`src/rtl/lcd_pkg.sv`:
```
// lcd_pkg: shared constants, state encodings and helpers for the HD44780 hex display controller.
// Latency: n/a (types and pure functions only).
// Backpressure: n/a.
package lcd_pkg;

    // HD44780 command bytes (RS = 0)
    localparam logic [7:0] FUNC_SET = 8'h38;  // 8-bit bus, 2 lines, 5x8 font
    localparam logic [7:0] DISP_ON  = 8'h0C;  // display on, cursor off, blink off
    localparam logic [7:0] ENTRY    = 8'h06;  // increment address, no shift
    localparam logic [7:0] CLEAR    = 8'h01;  // clear display, needs the long wait
    localparam logic [7:0] LINE1    = 8'h80;  // DDRAM address 0x00
    localparam logic [7:0] LINE2    = 8'hC0;  // DDRAM address 0x40

    localparam logic [7:0] ASCII_SPACE = 8'h20;
    localparam logic [7:0] ASCII_ZERO  = 8'h30;
    localparam logic [7:0] ASCII_X     = 8'h78;

    // Top-level frame sequencer states
    typedef enum logic [2:0] {
        S_PWR_WAIT,
        S_INIT,
        S_L1_ADDR,
        S_L1_CHAR,
        S_L2_ADDR,
        S_L2_CHAR,
        S_IDLE
    } lcd_state_t;

    // Single-write bus phases
    typedef enum logic [2:0] {
        W_IDLE,
        W_SETUP,
        W_PULSE,
        W_HOLD,
        W_WAIT
    } wr_state_t;

    // Cycle counts derived from a slow clock can round to zero; every phase lasts at least a cycle.
    function automatic int clamp1(input int v);
        return (v < 1) ? 1 : v;
    endfunction

    function automatic logic [7:0] hex_to_ascii(input logic [3:0] n);
        if (n < 4'd10)
            return ASCII_ZERO + {4'h0, n};
        else
            return 8'h41 + {4'h0, n} - 8'd10;
    endfunction

    // Power-up command order
    function automatic logic [7:0] init_cmd(input logic [1:0] step);
        case (step)
            2'd0:    return FUNC_SET;
            2'd1:    return DISP_ON;
            2'd2:    return ENTRY;
            default: return CLEAR;
        endcase
    endfunction

endpackage

```
`src/rtl/lcd_bus_writer.sv`:
```
// lcd_bus_writer: performs one timed HD44780 write (setup, enable pulse, hold, execution wait).
// Latency: T_SU + T_EN + T_SU + (T_CMD or T_CLR) cycles from start to done.
// Backpressure: start is only accepted while idle=1; done pulses for one cycle as the wait ends.
// Ports: clk_div/rst_n clock and async active-low reset; start/wr_dat/wr_rs/long_wait request;
//        done/idle status; lcd_dat/lcd_rs/lcd_en drive the panel pins.
module lcd_bus_writer
    import lcd_pkg::*;
#(
    parameter int CLK_HZ = 50_000_000
) (
    input  logic       clk_div,
    input  logic       rst_n,
    input  logic       start,
    input  logic [7:0] wr_dat,
    input  logic       wr_rs,
    input  logic       long_wait,
    output logic       done,
    output logic       idle,
    output logic [7:0] lcd_dat,
    output logic       lcd_rs,
    output logic       lcd_en
);

    localparam int T_SU  = clamp1(CLK_HZ / 10_000_000);
    localparam int T_EN  = clamp1(CLK_HZ / 2_000_000);
    localparam int T_CMD = clamp1(CLK_HZ / 25_000);
    localparam int T_CLR = clamp1(CLK_HZ / 500);
    localparam int T_PWR = clamp1(CLK_HZ / 50);
    // Sized for the longest interval in the system so every phase fits one counter.
    localparam int CNT_W = $clog2(T_PWR + 1);

    localparam logic [CNT_W-1:0] LD_SU  = CNT_W'(T_SU - 1);
    localparam logic [CNT_W-1:0] LD_EN  = CNT_W'(T_EN - 1);
    localparam logic [CNT_W-1:0] LD_CMD = CNT_W'(T_CMD - 1);
    localparam logic [CNT_W-1:0] LD_CLR = CNT_W'(T_CLR - 1);

    wr_state_t        st_q, st_d;
    logic [CNT_W-1:0] cnt_q, cnt_d;
    logic [7:0]       dat_q, dat_d;
    logic             rs_q, rs_d;
    logic             long_q, long_d;
    logic             en_q, en_d;
    logic             cnt_zero;

    assign cnt_zero = (cnt_q == '0);

    always_comb begin
        st_d   = st_q;
        cnt_d  = cnt_q;
        dat_d  = dat_q;
        rs_d   = rs_q;
        long_d = long_q;
        en_d   = en_q;
        done   = 1'b0;
        unique case (st_q)
            W_IDLE: begin
                // The only point where the bus value changes.
                if (start) begin
                    st_d   = W_SETUP;
                    cnt_d  = LD_SU;
                    dat_d  = wr_dat;
                    rs_d   = wr_rs;
                    long_d = long_wait;
                end
            end
            W_SETUP: begin
                if (cnt_zero) begin
                    st_d  = W_PULSE;
                    cnt_d = LD_EN;
                    en_d  = 1'b1;
                end else begin
                    cnt_d = cnt_q - 1'b1;
                end
            end
            W_PULSE: begin
                if (cnt_zero) begin
                    st_d  = W_HOLD;
                    cnt_d = LD_SU;
                    en_d  = 1'b0;
                end else begin
                    cnt_d = cnt_q - 1'b1;
                end
            end
            W_HOLD: begin
                if (cnt_zero) begin
                    st_d  = W_WAIT;
                    cnt_d = long_q ? LD_CLR : LD_CMD;
                end else begin
                    cnt_d = cnt_q - 1'b1;
                end
            end
            W_WAIT: begin
                if (cnt_zero) begin
                    st_d = W_IDLE;
                    done = 1'b1;
                end else begin
                    cnt_d = cnt_q - 1'b1;
                end
            end
            default: begin
                st_d = W_IDLE;
                en_d = 1'b0;
            end
        endcase
    end

    always_ff @(posedge clk_div or negedge rst_n) begin
        if (!rst_n) begin
            st_q   <= W_IDLE;
            cnt_q  <= '0;
            dat_q  <= 8'h00;
            rs_q   <= 1'b0;
            long_q <= 1'b0;
            en_q   <= 1'b0;
        end else begin
            st_q   <= st_d;
            cnt_q  <= cnt_d;
            dat_q  <= dat_d;
            rs_q   <= rs_d;
            long_q <= long_d;
            en_q   <= en_d;
        end
    end

    assign idle    = (st_q == W_IDLE);
    assign lcd_dat = dat_q;
    assign lcd_rs  = rs_q;
    assign lcd_en  = en_q;

endmodule

```
`src/rtl/lcd_hex_ctrl.sv`:
```
// lcd_hex_ctrl: HD44780 16x2 controller; line 1 = live iHEX digits, line 2 = "0x" + latched message.
// Latency: 20 ms power wait + init, then continuous 34-write frames; iMSG_LD shows within 2 frames.
// Backpressure: none; iHEX/iMSG are sampled (snapshot per line), the panel is write-only.
// Ports: iCLK/iRST_N clock and async active-low reset; iHEX live value; iMSG/iMSG_LD message load;
//        oREADY init done; LCD_* panel pins (RW tied 0, ON/BLON tied 1).
// Option: define LCD_DIRTY_REFRESH_EN to idle between frames and refresh only on change.
module lcd_hex_ctrl
    import lcd_pkg::*;
#(
    parameter int CLK_HZ  = 50_000_000,
    parameter int NUM_HEX = 4,
    parameter int MSG_W   = 16
) (
    input  logic                 iCLK,
    input  logic                 iRST_N,
    input  logic [4*NUM_HEX-1:0] iHEX,
    input  logic [MSG_W-1:0]     iMSG,
    input  logic                 iMSG_LD,
    output logic                 oREADY,
    output logic [7:0]           LCD_DATA,
    output logic                 LCD_RS,
    output logic                 LCD_RW,
    output logic                 LCD_EN,
    output logic                 LCD_ON,
    output logic                 LCD_BLON
);

    localparam int HEX_W  = 4 * NUM_HEX;
    localparam int NMSG   = MSG_W / 4;
    localparam int L1_PAD = 16 - NUM_HEX;
    localparam int T_PWR  = clamp1(CLK_HZ / 50);
    localparam int CNT_W  = $clog2(T_PWR + 1);
    localparam logic [CNT_W-1:0] LD_PWR = CNT_W'(T_PWR - 1);

    lcd_state_t       st_q, st_d;
    logic [3:0]       idx_q, idx_d;      // init step or character column
    logic [CNT_W-1:0] pwr_q, pwr_d;
    logic [HEX_W-1:0] hex_snap_q;
    logic [MSG_W-1:0] msg_q;
    logic [MSG_W-1:0] msg_snap_q;
    logic             ready_q;

    logic             snap_l1, snap_l2, ready_set;
    logic             wr_start, wr_rs, wr_long, wr_done, wr_idle;
    logic [7:0]       wr_dat;

    logic [3:0]       l1_nib, l2_nib;
    logic [7:0]       l1_char, l2_char;
    int               l1_pos, l2_pos;

`ifdef LCD_DIRTY_REFRESH_EN
    // Remembers a message load until the line-2 snapshot that will display it.
    logic             ld_pend_q;
`endif

    // Line 1: right-aligned digits, MSB first, space padded on the left.
    always_comb begin
        l1_pos  = int'(idx_q) - L1_PAD;
        l1_nib  = 4'h0;
        l1_char = ASCII_SPACE;
        for (int k = 0; k < NUM_HEX; k++) begin
            if (l1_pos == k) l1_nib = hex_snap_q[4*(NUM_HEX-1-k) +: 4];
        end
        if (l1_pos >= 0) l1_char = hex_to_ascii(l1_nib);
    end

    // Line 2: "0x" prefix, digits MSB first, space padded on the right.
    always_comb begin
        l2_pos  = int'(idx_q) - 2;
        l2_nib  = 4'h0;
        l2_char = ASCII_SPACE;
        for (int k = 0; k < NMSG; k++) begin
            if (l2_pos == k) l2_nib = msg_snap_q[MSG_W-4-4*k +: 4];
        end
        if (idx_q == 4'd0)
            l2_char = ASCII_ZERO;
        else if (idx_q == 4'd1)
            l2_char = ASCII_X;
        else if (l2_pos < NMSG)
            l2_char = hex_to_ascii(l2_nib);
    end

    // Next state. Every write state advances on the writer's done pulse.
    always_comb begin
        st_d      = st_q;
        idx_d     = idx_q;
        pwr_d     = pwr_q;
        snap_l1   = 1'b0;
        snap_l2   = 1'b0;
        ready_set = 1'b0;
        unique case (st_q)
            S_PWR_WAIT: begin
                if (pwr_q == '0) st_d = S_INIT;
                else             pwr_d = pwr_q - 1'b1;
            end
            S_INIT: begin
                if (wr_done) begin
                    if (idx_q == 4'd3) begin
                        st_d      = S_L1_ADDR;
                        idx_d     = 4'd0;
                        snap_l1   = 1'b1;
                        ready_set = 1'b1;
                    end else begin
                        idx_d = idx_q + 1'b1;
                    end
                end
            end
            S_L1_ADDR: begin
                if (wr_done) begin
                    st_d  = S_L1_CHAR;
                    idx_d = 4'd0;
                end
            end
            S_L1_CHAR: begin
                if (wr_done) begin
                    if (idx_q == 4'd15) begin
                        st_d    = S_L2_ADDR;
                        idx_d   = 4'd0;
                        snap_l2 = 1'b1;
                    end else begin
                        idx_d = idx_q + 1'b1;
                    end
                end
            end
            S_L2_ADDR: begin
                if (wr_done) begin
                    st_d  = S_L2_CHAR;
                    idx_d = 4'd0;
                end
            end
            S_L2_CHAR: begin
                if (wr_done) begin
                    if (idx_q == 4'd15) begin
                        idx_d = 4'd0;
`ifdef LCD_DIRTY_REFRESH_EN
                        if (ld_pend_q || iMSG_LD) begin
                            st_d    = S_L1_ADDR;
                            snap_l1 = 1'b1;
                        end else begin
                            st_d = S_IDLE;
                        end
`else
                        st_d    = S_L1_ADDR;
                        snap_l1 = 1'b1;
`endif
                    end else begin
                        idx_d = idx_q + 1'b1;
                    end
                end
            end
`ifdef LCD_DIRTY_REFRESH_EN
            S_IDLE: begin
                if ((iHEX != hex_snap_q) || ld_pend_q) begin
                    st_d    = S_L1_ADDR;
                    snap_l1 = 1'b1;
                end
            end
`endif
            default: begin
                st_d  = S_PWR_WAIT;
                idx_d = 4'd0;
                pwr_d = LD_PWR;
            end
        endcase
    end

    // Write request for the current state; issued whenever the writer is idle.
    always_comb begin
        wr_start = 1'b0;
        wr_dat   = 8'h00;
        wr_rs    = 1'b0;
        wr_long  = 1'b0;
        unique case (st_q)
            S_INIT: begin
                wr_start = wr_idle;
                wr_dat   = init_cmd(idx_q[1:0]);
                wr_long  = (idx_q == 4'd3);
            end
            S_L1_ADDR: begin
                wr_start = wr_idle;
                wr_dat   = LINE1;
            end
            S_L1_CHAR: begin
                wr_start = wr_idle;
                wr_dat   = l1_char;
                wr_rs    = 1'b1;
            end
            S_L2_ADDR: begin
                wr_start = wr_idle;
                wr_dat   = LINE2;
            end
            S_L2_CHAR: begin
                wr_start = wr_idle;
                wr_dat   = l2_char;
                wr_rs    = 1'b1;
            end
            default: begin
                wr_start = 1'b0;
            end
        endcase
    end

    always_ff @(posedge iCLK or negedge iRST_N) begin
        if (!iRST_N) begin
            st_q       <= S_PWR_WAIT;
            idx_q      <= 4'd0;
            pwr_q      <= LD_PWR;
            hex_snap_q <= '0;
            msg_q      <= '0;
            msg_snap_q <= '0;
            ready_q    <= 1'b0;
        end else begin
            st_q  <= st_d;
            idx_q <= idx_d;
            pwr_q <= pwr_d;
            if (iMSG_LD)   msg_q      <= iMSG;
            if (snap_l1)   hex_snap_q <= iHEX;
            // Takes the pre-load value if a load lands on the same edge; it shows next frame.
            if (snap_l2)   msg_snap_q <= msg_q;
            if (ready_set) ready_q    <= 1'b1;
        end
    end

`ifdef LCD_DIRTY_REFRESH_EN
    always_ff @(posedge iCLK or negedge iRST_N) begin
        if (!iRST_N)      ld_pend_q <= 1'b0;
        else if (iMSG_LD) ld_pend_q <= 1'b1;
        else if (snap_l2) ld_pend_q <= 1'b0;
    end
`endif

    lcd_bus_writer #(
        .CLK_HZ (CLK_HZ)
    ) u_writer (
        .clk_div   (iCLK),
        .rst_n     (iRST_N),
        .start     (wr_start),
        .wr_dat    (wr_dat),
        .wr_rs     (wr_rs),
        .long_wait (wr_long),
        .done      (wr_done),
        .idle      (wr_idle),
        .lcd_dat   (LCD_DATA),
        .lcd_rs    (LCD_RS),
        .lcd_en    (LCD_EN)
    );

    assign oREADY   = ready_q;
    assign LCD_RW   = 1'b0;
    assign LCD_ON   = 1'b1;
    assign LCD_BLON = 1'b1;

endmodule
```
`config.mk`:
```
export PLATFORM = sky130hd
export DESIGN_NAME = lcd_hex_ctrl
export DESIGN_NICKNAME = d
export VERILOG_FILES = /design/src/rtl/lcd_pkg.sv /design/src/rtl/lcd_bus_writer.sv /design/src/rtl/lcd_hex_ctrl.sv
export SDC_FILE = /design/constraint.sdc
export NUM_CORES = 1
export LEC_CHECK = 0
export ABC_CLOCK_PERIOD_IN_PS = 4830
export CAP_MARGIN = 20
export CELL_PAD_IN_SITES_DETAIL_PLACEMENT = 0
export CELL_PAD_IN_SITES_GLOBAL_PLACEMENT = 2
export CORE_ASPECT_RATIO = 0.7
export CORE_MARGIN = 5
export CORE_UTILIZATION = 40
export CTS_CLUSTER_DIAMETER = 150
export DETAILED_ROUTE_END_ITERATION = 8
export GPL_TIMING_DRIVEN = 0
export PLACE_DENSITY_LB_ADDON = 0.1
export SYNTH_ARGS = -nofsm -noshare
export SYNTH_HDL_FRONTEND = slang
export SYNTH_SLANG_ARGS = --single-unit
```
`constraint.sdc`:
```
create_clock -name iCLK -period 4.83 [get_ports iCLK]
set_input_delay 0.7245 -clock iCLK [delete_from_list [all_inputs] [get_ports iCLK]]
set_output_delay 0.7245 -clock iCLK [all_outputs]
set_load 0.02 [all_outputs]
```
==> impl_metrics.py <==
metrics = {
    "pwr": {
        "power.internal_mw": 1.36,
        "switchingPower_mw": 0.452,
        "combPwrFrac_pct": 4.2,
        "swShare_pct": 24.9,
        "power_frac_clock_pct": 43.3,
        "ir_worst_vdd_v": 0.000182,
        "p_per_area_nw_per_um2": 248,
        "p_leak_nw": 3.02,
        "seqPwrFrac_pct": 52.4,
    },
    "clocking": {
        "htreeDepth": 3,
        "tritoncts": "yes",
        "clk_pin_slew_ns": 0.08,
        "ctsHoldBuffers": 0,
        "clockRootBuffer": "clkbuf_16",
        "clockBufferDepth": 2,
        "ctsResizeCount": 0,
        "clkLatencyLatePin_ns": 0.36,
        "clock-sinks": 110,
        "post_cts_buffers": 0,
        "cts_buffers": 9,
    },
    "route": {
        "via_per_inst": 5.60,
        "first_pass_iters": 4,
        "drt-initial-drc-count": 386,
        "route.detailed.drc": 0,
        "final_antenna_net_count": 0,
        "num_vias": 5124,
        "drt_wl_total_um": 16300,
        "wire_per_inst_um": 17.8,
    },
    "place": {
        "dp_hpwl_um": 11900,
        "gp_congestion": 0.840,
        "port_buffers": 44,
        "dp_cells": 898,
        "pre_cts_ws_ns": 1.76,
    },
    "setup_path": {
        "crit_chain": "inv_1, ha_1, clkbuf_1, a21oi_1, a221oi_1, o21ai_0, ha_1, o21ai_0, a21oi_1, o32a_1",
        "cp_slowest_stage_delay_ns": 0.46,
        "setup.worst_path.class": "reg -> reg",
        "r2r_start": "idx_q[1]",
        "endpoint_kind": "flip-flop",
        "worstPathRequired_ns": 5.08,
        "rrSetupSlack_ns": 1.71,
        "cp.buffers_inverters": 2,
        "crit_arrival_ns": 3.38,
        "cp_max_fo": 10,
        "critPathLaunchType": "flip-flop",
        "cp_top_family": "compound AO/OA/AOI/OAI gates",
        "slowest_stage": "dfrtp_1",
        "cp-startpoint": "idx_q[1]",
    },
    "sta": {
        "clock_skew_ns": 0.00820,
        "tightestPinTransition_ns": 0.891,
        "setup_viol": 0,
        "hold-worst-slack_ns": 0.272,
        "period_minus_slack_ns": 3.12,
        "tns_ns": 0,
        "max_freq_mhz": 320,
        "finalCritPeriodShare_pct": 64.7,
        "fin_ws_ns": 1.71,
        "max-slew-margin-rel_pct": 39.7,
        "rsz0062_at_grt": "no",
        "drv_slew": 0,
        "hold_viol_final": 0,
    },
    "synth": {
        "ys_seq_area_share_pct": 44.2,
        "syn_area_um2": 6260,
        "yosys_warnings": 0,
        "synth_edf_count": 0,
        "synth_top_area_cell": "dfrtp_1",
        "synth_cell_types": 74,
        "async_reset_ff_share_pct": 100,
        "syn_area_per_cell_um2": 9.60,
        "yosys_most_used_dff": "dfrtp_1",
        "synth_seq_cells": 110,
        "syn_inst": 652,
        "yosys.area.top_type_share_pct": 39.2,
        "yosys-top-cells-area": "dfrtp_1 (39%), mux2_2 (7.0%), dfstp_2 (5.0%), nand2_1 (4.2%), nor2_1 (3.5%)",
    },
    "hold_path": {
        "hp-class": "in -> async",
    },
    "finish": {
        "post-route-util_pct": 47.5,
        "drive_above_1_share_pct": 13.7,
        "final_cell_mix": "dfrtp_1 (98), nand2_1 (70), nor2_1 (59)",
        "areaGrowthSynthToFinish_pct": 16.8,
        "final_cells": 915,
        "fin_nets": 756,
        "diodes": 0,
        "layout_commonest_cell": "dfrtp_1",
    },
    "die": {
        "die_height_um": 115,
        "ios": 49,
        "row_count": 38,
        "dieArea_um2": 18300,
        "core_um2": 15400,
        "initial_utilization_pct": 40.6,
        "die_w_um": 160,
    },
    "grt": {
        "grt_pass1_vias": 5001,
        "grt_pass1_wl_um": 26500,
        "antenna_found_initial": 0,
        "grt.total_usage_pct": 18.0,
        "grt_max_degree": 65,
        "grt-ovfl-total": 0,
    },
    "outcome": {
        "status": "completed",
    },
    "run": {
        "drv_cap": 0,
    },
}
[worst reg2reg max path: stages (launching register included)]
cell	delay [ns]
dfrtp_1	0.46
inv_1	0.16
ha_1	0.33
clkbuf_1	0.46
a21oi_1	0.16
a221oi_1	0.35
o21ai_0	0.18
ha_1	0.24
o21ai_0	0.28
a21oi_1	0.11
o32a_1	0.29
[final timing paths]
check | endpoint | cells after the start
min in group iCLK | u_writer.lcd_dat[6] | 2
max in group asynchronous | pwr_q[1] | 2
worst max register to register | u_writer.lcd_dat[4] | 10
worst min register to register | u_writer.lcd_dat[6] | 2
worst min-delay path | hex_snap_q[11] | 1
worst max-delay path | u_writer.lcd_dat[4] | 10
[registers in the layout, indices dropped and copies added (netlist names)]
name and flops:
msg_q 16, u_writer.lcd_rs 1, pwr_q 20, oREADY 1, msg_snap_q 16, st_q 3, u_writer.long_q 1, u_writer.lcd_en 1
idx_q 4, hex_snap_q 16, u_writer.st_q 3, u_writer.cnt_q 20, u_writer.lcd_dat 8
[synthesized netlist by cell type, types with 4 or more instances]
| cell type | count |
|---|---|
| a32oi_1 | 4 |
| mux2_2 | 39 |
| clkbuf_1 | 24 |
| nand2_1 | 70 |
| a31oi_1 | 9 |
| a22o_1 | 5 |
| a211oi_1 | 9 |
| mux2i_1 | 4 |
| nor2b_1 | 10 |
| nor3_1 | 27 |
| nand4_1 | 4 |
| nor2_1 | 59 |
| o211ai_1 | 4 |
| xnor2_1 | 8 |
| nand3b_1 | 4 |
| o21ai_0 | 37 |
| nand2b_1 | 8 |
| nor4_1 | 6 |
| inv_1 | 17 |
| mux2_1 | 10 |
| and3_1 | 5 |
| a221oi_1 | 4 |
| xor2_1 | 11 |
| and2_1 | 5 |
| buf_4 | 4 |
| buf_2 | 5 |
| a21oi_1 | 23 |
| o21a_1 | 6 |
| nor3b_1 | 4 |
| or3_1 | 4 |
| a221o_1 | 4 |
| nand3_1 | 25 |
| or2_2 | 7 |
| o31ai_1 | 7 |
| ha_1 | 11 |
| dfstp_2 | 12 |
| dfrtp_1 | 98 |
[per-layer routing]
| metal | GRT usage [%] | vias to the layer above | wire (um) | share of wire, % |
|---|---|---|---|---|
| met2 | 27.7 | 130 | 7170 | 44 |
| li1 | - | 2493 | - | - |
| met4 | 4.77 | 0 | 215 | 1.3 |
| met3 | 3.63 | 15 | 670 | 4.1 |
| met5 | 0 | - | 0 | 0 |
| met1 | 26.0 | 2486 | 8280 | 51 |
[cell type report]
class	instances	area, um^2
sequential	110	2770
multi-input combinational	492	3280
buffer	34	149
clock inverter	7	98.8
tap	200	250
inverter	17	63.8
fill	1469	8090
timing repair buffer	46	474
clock buffer	9	225
[power by group through the flow]
stage / Clock [mW] / Sequential (mW) / Combinational [mW]
after global routing: 0.851 / 0.955 / 0.0862
after global placement: 0 / 0.969 / 0.0741
final: 0.786 / 0.951 / 0.0769
after floorplan: 0 / 0.965 / 0.0275
after CTS: 0.814 / 0.952 / 0.0796
after detailed placement: 0 / 0.970 / 0.0795
[cells by family (layout without fill, tap and decap cells)]
logic type               after synthesis  count (layout)  synth area share [%]
adder cells (fa/ha/maj)               11              11                  2.20
multiplexers                          53              53                  9.46
XOR/XNOR                              19              19                  2.66
AO/OA/AOI/OAI                        147             147                  16.3
buffers and inverters                 51             113                  3.40
flip-flops                           110             110                  44.2
other                                  2               3                 0.120
AND/OR/NAND/NOR                      259             259                  21.6
[through the flow]
step / total power [mW] / instance area, um^2
2_1_floorplan: 0.993 / 6260
3_3_place_gp: 1.04 / 6950
3_5_place_dp: 1.05 / 6980
4_1_cts: 1.85 / 7310
5_1_grt: 1.89 / 7310
6_report: 1.81 / 7310
(Power assumes the default switching activity.)
